[src/rtl/button_conditioner_pkg.sv]
// -----------------------------------------------------------------------------
// button_conditioner_pkg
//
// Purpose:
//   Shared definitions for the push-button conditioner: the debounce FSM state
//   encoding and the helper that derives the idle (released) pin level from the
//   button polarity.
//
// Contents:
//   state_e         - 2-bit FSM state encoding used by button_conditioner.
//   released_level  - pin level seen while the button is not pressed.
// -----------------------------------------------------------------------------
package button_conditioner_pkg;

    // The encoding is fixed so that state values stay stable when they are
    // probed on a debug bus or compared across design revisions.
    typedef enum logic [1:0] {
        RELEASED   = 2'd0,
        DB_PRESS   = 2'd1,
        PRESSED    = 2'd2,
        DB_RELEASE = 2'd3
    } state_e;

    // An active-low button idles high, an active-high button idles low.
    // The synchroniser resets to this value so that leaving reset never looks
    // like a press.
    function automatic logic released_level(input bit active_low);
        return active_low ? 1'b1 : 1'b0;
    endfunction

endpackage : button_conditioner_pkg

[src/rtl/button_conditioner_sync_2ff.sv]
// -----------------------------------------------------------------------------
// sync_2ff
//
// Purpose:
//   One-bit, two-flop synchroniser that brings an asynchronous level into the
//   clk domain. The reset value is a parameter so the flops can idle at
//   whatever level the source rests at.
//
// Ports:
//   clk   in  1  destination clock
//   rstn  in  1  asynchronous active-low reset
//   d_i   in  1  asynchronous input level
//   q_o   out 1  synchronised level (two clk edges of latency)
// -----------------------------------------------------------------------------
module sync_2ff #(
    parameter logic RESET_VALUE = 1'b0
) (
    input  logic clk,
    input  logic rstn,
    input  logic d_i,
    output logic q_o
);

    logic meta_q;
    logic sync_q;

    // First flop may go metastable; the second gives it a full cycle to
    // resolve before anything downstream looks at the value.
    always_ff @(posedge clk or negedge rstn) begin
        if (!rstn) begin
            meta_q <= RESET_VALUE;
            sync_q <= RESET_VALUE;
        end else begin
            meta_q <= d_i;
            sync_q <= meta_q;
        end
    end

    assign q_o = sync_q;

endmodule : sync_2ff

[src/rtl/button_conditioner.sv]
// -----------------------------------------------------------------------------
// button_conditioner
//
// Purpose:
//   Turns a raw, bouncing, asynchronous push-button pin into clean control
//   signals for the LED pattern generator. A short press toggles the reverse
//   level; a long press produces a single long_pulse (image switch request)
//   and leaves reverse alone.
//
// Parameters:
//   DEBOUNCE_SIZE    debounce counter width; a level must be stable for
//                    2^DEBOUNCE_SIZE cycles before it is accepted.
//   LONG_PRESS_SIZE  hold counter width; a press becomes "long" after
//                    2^LONG_PRESS_SIZE-1 cycles held past the accepted press.
//   ACTIVE_LOW       1 when the pin reads 0 while pressed.
//
// Ports:
//   clk            in  1  system clock
//   rstn           in  1  asynchronous active-low reset
//   btn            in  1  raw button pin (asynchronous, bouncing)
//   btn_state      out 1  debounced pressed level (1 = pressed)
//   press_pulse    out 1  one-cycle pulse on each debounced press
//   release_pulse  out 1  one-cycle pulse on each debounced release
//   long_pulse     out 1  one-cycle pulse when the hold reaches the threshold
//   reverse        out 1  direction level, toggled by each short press
// -----------------------------------------------------------------------------
module button_conditioner
    import button_conditioner_pkg::*;
#(
    parameter int DEBOUNCE_SIZE   = 15,
    parameter int LONG_PRESS_SIZE = 22,
    parameter bit ACTIVE_LOW      = 1'b1
) (
    input  logic clk,
    input  logic rstn,
    input  logic btn,
    output logic btn_state,
    output logic press_pulse,
    output logic release_pulse,
    output logic long_pulse,
    output logic reverse
);

    localparam logic RELEASED_LEVEL = released_level(ACTIVE_LOW);

    localparam logic [DEBOUNCE_SIZE-1:0]   DB_MAX   = '1;
    localparam logic [DEBOUNCE_SIZE-1:0]   DB_ONE   = {{(DEBOUNCE_SIZE-1){1'b0}}, 1'b1};
    localparam logic [LONG_PRESS_SIZE-1:0] HOLD_MAX = '1;
    localparam logic [LONG_PRESS_SIZE-1:0] HOLD_ONE = {{(LONG_PRESS_SIZE-1){1'b0}}, 1'b1};

    // -------------------------------------------------------------------------
    // Synchronised, polarity-normalised button level
    // -------------------------------------------------------------------------
    logic btn_sync;
    logic pressed_s;

    sync_2ff #(
        .RESET_VALUE (RELEASED_LEVEL)
    ) u_sync (
        .clk  (clk),
        .rstn (rstn),
        .d_i  (btn),
        .q_o  (btn_sync)
    );

    assign pressed_s = btn_sync ^ ACTIVE_LOW;

    // -------------------------------------------------------------------------
    // State, counters and registered outputs
    // -------------------------------------------------------------------------
    state_e                     state_q,         state_d;
    logic [DEBOUNCE_SIZE-1:0]   db_cnt_q,        db_cnt_d;
    logic [LONG_PRESS_SIZE-1:0] hold_cnt_q,      hold_cnt_d;
    logic                       long_fired_q,    long_fired_d;
    logic                       btn_state_q,     btn_state_d;
    logic                       press_pulse_q,   press_pulse_d;
    logic                       release_pulse_q, release_pulse_d;
    logic                       long_pulse_q,    long_pulse_d;
    logic                       reverse_q,       reverse_d;

    logic [LONG_PRESS_SIZE-1:0] hold_inc;
    logic                       long_hit;

    // Hold counter saturates rather than wraps so a very long hold can never
    // re-reach the threshold and fire a second long_pulse.
    // long_hit looks at the value the counter is about to take, so the pulse
    // leaves on the same edge the counter reaches its maximum.
    always_comb begin
        hold_inc = (hold_cnt_q == HOLD_MAX) ? hold_cnt_q : hold_cnt_q + HOLD_ONE;
        long_hit = (hold_inc == HOLD_MAX) && !long_fired_q;
    end

    // All state lives here and is cleared asynchronously, so a reset in the
    // middle of a press throws the press away and puts reverse back to 0.
    always_ff @(posedge clk or negedge rstn) begin
        if (!rstn) begin
            state_q         <= RELEASED;
            db_cnt_q        <= '0;
            hold_cnt_q      <= '0;
            long_fired_q    <= 1'b0;
            btn_state_q     <= 1'b0;
            press_pulse_q   <= 1'b0;
            release_pulse_q <= 1'b0;
            long_pulse_q    <= 1'b0;
            reverse_q       <= 1'b0;
        end else begin
            state_q         <= state_d;
            db_cnt_q        <= db_cnt_d;
            hold_cnt_q      <= hold_cnt_d;
            long_fired_q    <= long_fired_d;
            btn_state_q     <= btn_state_d;
            press_pulse_q   <= press_pulse_d;
            release_pulse_q <= release_pulse_d;
            long_pulse_q    <= long_pulse_d;
            reverse_q       <= reverse_d;
        end
    end

    // Next-state and output logic.
    // The two DB_* states each run the debounce counter from zero on entry;
    // any sample that disagrees with the level being qualified sends the FSM
    // straight back, which is how bounces are rejected.
    // The hold counter keeps running through DB_RELEASE so that a release
    // bounce does not restart the long-press timer.
    // A long press that completes on the very edge the release is accepted
    // still counts as long, so reverse stays put in that case.
    always_comb begin
        state_d         = state_q;
        db_cnt_d        = db_cnt_q;
        hold_cnt_d      = hold_cnt_q;
        long_fired_d    = long_fired_q;
        btn_state_d     = btn_state_q;
        press_pulse_d   = 1'b0;
        release_pulse_d = 1'b0;
        long_pulse_d    = 1'b0;
        reverse_d       = reverse_q;

        unique case (state_q)
            RELEASED: begin
                if (pressed_s) begin
                    state_d  = DB_PRESS;
                    db_cnt_d = '0;
                end
            end

            DB_PRESS: begin
                if (!pressed_s) begin
                    state_d = RELEASED;
                end else if (db_cnt_q == DB_MAX) begin
                    state_d       = PRESSED;
                    press_pulse_d = 1'b1;
                    btn_state_d   = 1'b1;
                    hold_cnt_d    = '0;
                    long_fired_d  = 1'b0;
                end else begin
                    db_cnt_d = db_cnt_q + DB_ONE;
                end
            end

            PRESSED: begin
                hold_cnt_d = hold_inc;
                if (long_hit) begin
                    long_pulse_d = 1'b1;
                    long_fired_d = 1'b1;
                end
                if (!pressed_s) begin
                    state_d  = DB_RELEASE;
                    db_cnt_d = '0;
                end
            end

            DB_RELEASE: begin
                hold_cnt_d = hold_inc;
                if (long_hit) begin
                    long_pulse_d = 1'b1;
                    long_fired_d = 1'b1;
                end
                if (pressed_s) begin
                    state_d = PRESSED;
                end else if (db_cnt_q == DB_MAX) begin
                    state_d         = RELEASED;
                    btn_state_d     = 1'b0;
                    release_pulse_d = 1'b1;
                    if (!long_fired_q && !long_hit) begin
                        reverse_d = !reverse_q;
                    end
                end else begin
                    db_cnt_d = db_cnt_q + DB_ONE;
                end
            end

            default: begin
                state_d = RELEASED;
            end
        endcase
    end

    assign btn_state     = btn_state_q;
    assign press_pulse   = press_pulse_q;
    assign release_pulse = release_pulse_q;
    assign long_pulse    = long_pulse_q;
    assign reverse       = reverse_q;

endmodule : button_conditioner
[config.mk]
export PLATFORM = sky130hd
export DESIGN_NAME = button_conditioner
export DESIGN_NICKNAME = d
export VERILOG_FILES = /design/src/rtl/button_conditioner_pkg.sv /design/src/rtl/button_conditioner_sync_2ff.sv /design/src/rtl/button_conditioner.sv
export SDC_FILE = /design/constraint.sdc
export NUM_CORES = 1
export LEC_CHECK = 0
export CORE_UTILIZATION = 50
export CTS_CLUSTER_DIAMETER = 200
export DETAILED_ROUTE_END_ITERATION = 10
export PLACE_DENSITY = 0.67
export SYNTH_ARGS = -nofsm -noshare
export SYNTH_HDL_FRONTEND = slang
export SYNTH_SLANG_ARGS = --single-unit
[constraint.sdc]
create_clock -name clk -period 3.04 [get_ports clk]
set_clock_uncertainty 0.2 [all_clocks]
set_input_delay 0.456 -clock clk [delete_from_list [all_inputs] [get_ports clk]]
set_output_delay 0.456 -clock clk [all_outputs]
set_load 0.02 [all_outputs]
; Word-level counts from Yosys, hierarchy flattened
; Index checks and enable logic that the tools add are counted.
[word_totals]
register_bits = 47
input_bits = 3
out_inout_bits = 5
[op_classes]
add_sub_neg = 2
eq_ne = 15
muxes = 32
reduce_logical = 15
[op_table]
columns = cell, count
row1 = $mux W15, 5
row2 = $mux W22, 3
row3 = $pmux W15 S4, 1
row4 = $eq A22 B22 Y1 const B, 2
row5 = $pmux W22 S2, 1
row6 = $add A22 B1 Y22 const B, 1
row7 = $reduce_and A4 Y1, 4
row8 = $add A15 B1 Y15 const B, 1
row9 = $eq A15 B15 Y1 const B, 1
row10 = $mux W1, 13
row11 = $mux W2, 6
row12 = $ne A2 B2 Y1 const B, 4
row13 = $pmux W2 S4, 1
row14 = $ne A2 B1 Y1 const B, 3
row15 = $reduce_and A5 Y1, 1
row16 = $eq A2 B2 Y1 const B, 2
row17 = $pmux W1 S2, 2
row18 = $reduce_bool A2 Y1, 2
row19 = $logic_not A1 Y1, 3
row20 = $ne A3 B2 Y1 const B, 1
row21 = $ne A3 B3 Y1 const B, 1
row22 = $reduce_and A3 Y1, 1
row23 = $eq A2 B1 Y1 const B, 1
row24 = $logic_and A1 B1 Y1, 2
row25 = other kinds (2), 2

; Depth between registers and ports, before layout
[logic_depth]
word_depth = 7
mapped_depth = 10
depth_no_buf = 8

; Modules after synthesis
; A second synthesis with hierarchy kept.
[hier_totals]
hier_cells = 298
area_unflattened_um2 = 2742.6
[by_module_without_submodules]
columns = mod, n_inst, cells_per_inst, area_each_um2, seq_area_each_um2
row1 = button_conditioner, 1, 296, 2690.1, 1126.1
row2 = sync_2ff, 1, 2, 52.6, 52.6

; Worst setup path after synthesis
; OpenSTA, ideal clock, no wires.
[synth_timing]
kind = reg-to-reg
from = reg hold_cnt_q[0]
to = reg reverse_q (netlist: reverse)
setup_ns = 0.080
t_arrival_ns = 2.352
required_ns = 2.760
path_slack_ns = 0.408
stages_incl_launch_ff = 9
path_buffers = 0
path_cell_list = dfrtp_1 -> ha_1 -> nand3_4 -> nor4_2 -> and4bb_2 -> xnor2_1 -> nand4b_1 -> o41ai_2 -> xnor2_1
[synth_between]
elab_chain_len = 7
elab_cells_between_ends = 8
[synth_rtl]
columns = element, line_no
row1 = from (decl), button_conditioner.sv:73  ; logic [LONG_PRESS_SIZE-1:0] hold_cnt_q, hold_cnt_d;
row2 = from (signal assigned), button_conditioner.sv:109  ; hold_cnt_q <= hold_cnt_d;
row3 = $add A22 B1 Y22 / $eq A22 B22 Y1 (equally long branches), button_conditioner.sv:89  ; hold_inc = (hold_cnt_q == HOLD_MAX) ? hold_cnt_q : hold_cnt_q + HOLD_ONE;
row4 = $mux W22 *, button_conditioner.sv:89
row5 = $eq A22 B22 Y1 *, button_conditioner.sv:90  ; long_hit = (hold_inc == HOLD_MAX) && !long_fired_q;
row6 = $logic_and A1 B1 Y1 *, button_conditioner.sv:90
row7 = $logic_not A1 Y1 *, button_conditioner.sv:184  ; if (!long_fired_q && !long_hit) begin
row8 = $logic_and A1 B1 Y1 *, button_conditioner.sv:184
row9 = $reduce_and A4 Y1 (no source line) *, n/a
row10 = to (signal assigned), button_conditioner.sv:115  ; reverse_q <= reverse_d;
row11 = to (decl), button_conditioner.sv:79  ; logic reverse_q, reverse_d;
; Every way passes the cells marked *; elsewhere a longest branch is shown, timed or not.
; A chain may end at the register's enable or synchronous reset.

; Worst setup path after layout
[layout_timing]
from = reg hold_cnt_q[1]
to = reg reverse_q (netlist: reverse)
; The elaborated chain is that of the path after synthesis.

==> metrics.md <==
| Metric | Value |
|---|---|
| Outcome | finished clean |
| Distinct cell type count after synthesis | 58 |
| Syn. warnings | 0 |
| Power Density | 335 mW/mm^2 |
| Final worst path period share | 92.1% |
| Crit-path max FO | 8 |
| Initial core utilization | 52.8% |
| I/O Pins | 8 |
| Drt pass-1 iters | 7 |
| Sequential share of power | 60.6% |
| Antenna Cells | 0 |
| Hold Crit Class | in2async |
| Layout cells sized above 1 | 12.0% |
| First-pass GRT wire length | 11100 um |
| Total gr overflow | 0 |
| Combinational share of power | 3.1% |
| Post-synth ARST share | 100% |
| GRT Total Usage | 22.7% |
| Met1 usage | 34.8% |
| Placer Congestion | 0.952 |
| FF-to-FF setup slack | 0.24 ns |
| Top-count cell post-synth | dfrtp_1 |
| Seq/Total Area, Yosys | 39.8% |
| Nets | 338 |
| DR vias | 2456 |
| M2 GR Usage | 32.8% |
| Initial DRC count | 149 |
| Slew @ Worst Pin | 1.01 ns |
| DPL Wire Length | 4600 um |
| Reg2Reg Launch Point | hold_cnt_q[1] |
| CTS Buf Count | 5 |
| Die width | 78.9 um |
| Unrepaired setup endpoints after global routing | false |
| Switching power | 0.000250 W |
| Fin Setup TNS | 0 ns |
| Layer with the highest usage | met1 |
| Critical Setup Path Class | reg2reg |
| Relative slew slack | 32.6% |
| Clock-pin transition on the worst setup and hold timing paths | 0.09 ns |
| Reg2Reg Depth | 8 |
| Most instantiated cells after synthesis | 45 x dfrtp_1, 39 x nand2_1, 33 x nor2_1 |
| DRC errors left | 0 |
| Area growth from synthesis to layout | 6.76% |
| Peak Freq | 357 MHz |
| Port-buffer cells | 7 |
| Dominant cell type by area after synthesis | dfrtp_1 |
| Max-Cap Viols | 0 |
| Core box area | 0.00561 sq mm |
| Shortest period the worst path allows | 2.80 ns |
| Clock H-tree levels | 2 |
| Util after Layout | 56.4% |
| Synth Register Bits | 47 |
| Placed instance count | 398 |
| Largest net degree at the start of global routing | 47 |
| Vias per cell | 6.05 |
| Initial antenna violation count | 0 |
| GR Util met3 | 4.37% |
| Critical Path Source Type | register |
| Cell count after synthesis | 330 |
| Share of Yosys cell area claimed by the top area cell type | 38.0% |
| Post-synth EDFFs | 0 |
| Drt wl/cell | 15.8 um |
| Final WL | 6420 um |
| Critical Path Sink Type | register |
| Worst IR Drop VDD | 0.283 mV |
| CTS Root Cell | clkbuf_8 |
| Int Pwr | 0.000810 W |
| Place WS | 0.203 ns |
| Leak | 1.25 nW |
| Top_reg_cell synth | dfrtp_1 |
| # clock sinks | 47 |
| Syn Area/Cell | 8.97 sq um |
| Clk Latency, worst-skew pair | 0.30 ns |
| Cell Area, Synth | 0.00296 sq mm |
| # Post-CTS Setup Buffers | 0 |
| Std-Cell Rows | 27 |
| Post-Syn Nets | 335 |
| Top post-synthesis cells by area | dfrtp_1 38%, nand2_1 4.9%, nor2_1 4.2% |
| Die ar. | 0.00623 sq mm |
| RR Endpoint | reverse |
| Final Slew Violations | 0 |
| Vias in the first global route | 2255 |
| Worst Setup SP | hold_cnt_q[1] |
| CTS tree | yes |
| Post-route ant nets | 0 |
| Clock power share | 36.3% |
| Finished Layout Cells | 406 |
| Final setup viols | 0 |
| Req. time, crit path | 3.07 ns |
| Worst path arrival time | 2.83 ns |
| Final Hold Fails | 0 |
| Smallest setup slack after layout | 0.241 ns |
| CTS Buffer Depth | 2 |
| Switching portion of total power | 23.6% |
| Die Ht | 78.9 um |
## logic make-up (layout without fill, tap and decap cells)
family	after synthesis	after routing	share of synthesized area, %
flip-flops	47	47	39.8
AND/OR/NAND/NOR	154	154	29.6
buffers and inverters	25	29	4.69
multiplexers	5	5	1.78
adder cells (fa/ha/maj)	2	2	0.845
AO/OA/AOI/OAI	71	71	15.6
XOR/XNOR	26	26	7.69
## timing repair
item,4_1_cts,5_1_grt
gates resized for setup,0,1
hold endpoints to repair,0,0
setup endpoints to repair,0,3
hold buffers,0,0
## power by group through the flow
stage | sequential (W) | combinational (W) | clock, W
after floorplan | 0.000653 | 0.0000160 | 0
after global placement | 0.000654 | 0.0000344 | 0
after detailed placement | 0.000655 | 0.0000344 | 0
after CTS | 0.000642 | 0.0000348 | 0.000395
after global routing | 0.000644 | 0.0000386 | 0.000426
final | 0.000642 | 0.0000332 | 0.000385
## cell type report
class	count	area, sq um
clock buffer	6	72.6
clock inverter	2	16.3
fill	555	2450
inverter	5	18.8
multi-input combinational	258	1650
sequential	47	1180
tap	72	90.1
timing repair buffer	16	133
## metal layers
layer | vias to the layer above | share of wire [%]
li1 | 1207 | -
met1 | 1174 | 50
met2 | 67 | 43
met3 | 8 | 5.2
met4 | 0 | 1.1
met5 | - | 0
## flip-flops by register name (all words and copies together) (netlist names), named ones only
signal	cells
btn_state	1
db_cnt_q	15
hold_cnt_q	22
long_fired_q	1
long_pulse	1
press_pulse	1
release_pulse	1
reverse	1
state_q	1
u_sync.meta_q	1
u_sync.q_o	1
## worst max-delay path, stage by stage (launching register included)
cell	delay, ns
dfrtp_1	0.43
ha_1	0.33
nand3_4	0.21
nor4_4	0.41
and4bb_2	0.29
xnor2_1	0.15
nand4b_1	0.21
o41ai_2	0.36
xnor2_1	0.15
## layout by cell type (no fill, tap or decap), drive strengths merged, types with 3 or more instances in the layout
cell type and instances:
dfrtp 45, nand2 39, nor2 34, nand3 22, a21oi 21, o21ai 19, xor2 14, nand4 13
xnor2 12, buf 10, nor4 10, nor3 7, a311oi 6, clkdlybuf4s50 6, inv 6, clkbuf 6
and3 5, or2 4, and2 4, a31oi 3, nand3b 3, a22o 3, mux2i 3
## how the worst max path moves through the flow
stage                         to  slack, ns
floorplan                reverse       0.41
global placement    long_fired_q       0.28
detailed placement       reverse       0.20
CTS                      reverse       0.19
global route        long_fired_q       0.06
finish                   reverse       0.24
## metrics by stage
| stage | hold slack (ns) | area, sq um | total power (W) |
|---|---|---|---|
| 2_1_floorplan | -0.0396 | 2960 | 0.000669 |
| 3_3_place_gp | 0.150 | 3060 | 0.000688 |
| 3_5_place_dp | 0.150 | 3060 | 0.000689 |
| 4_1_cts | 0.164 | 3150 | 0.00107 |
| 5_1_grt | 0.169 | 3160 | 0.00111 |
| 6_report | 0.126 | 3160 | 0.00106 |
No activity file was read; power rests on OpenSTA's default activity.
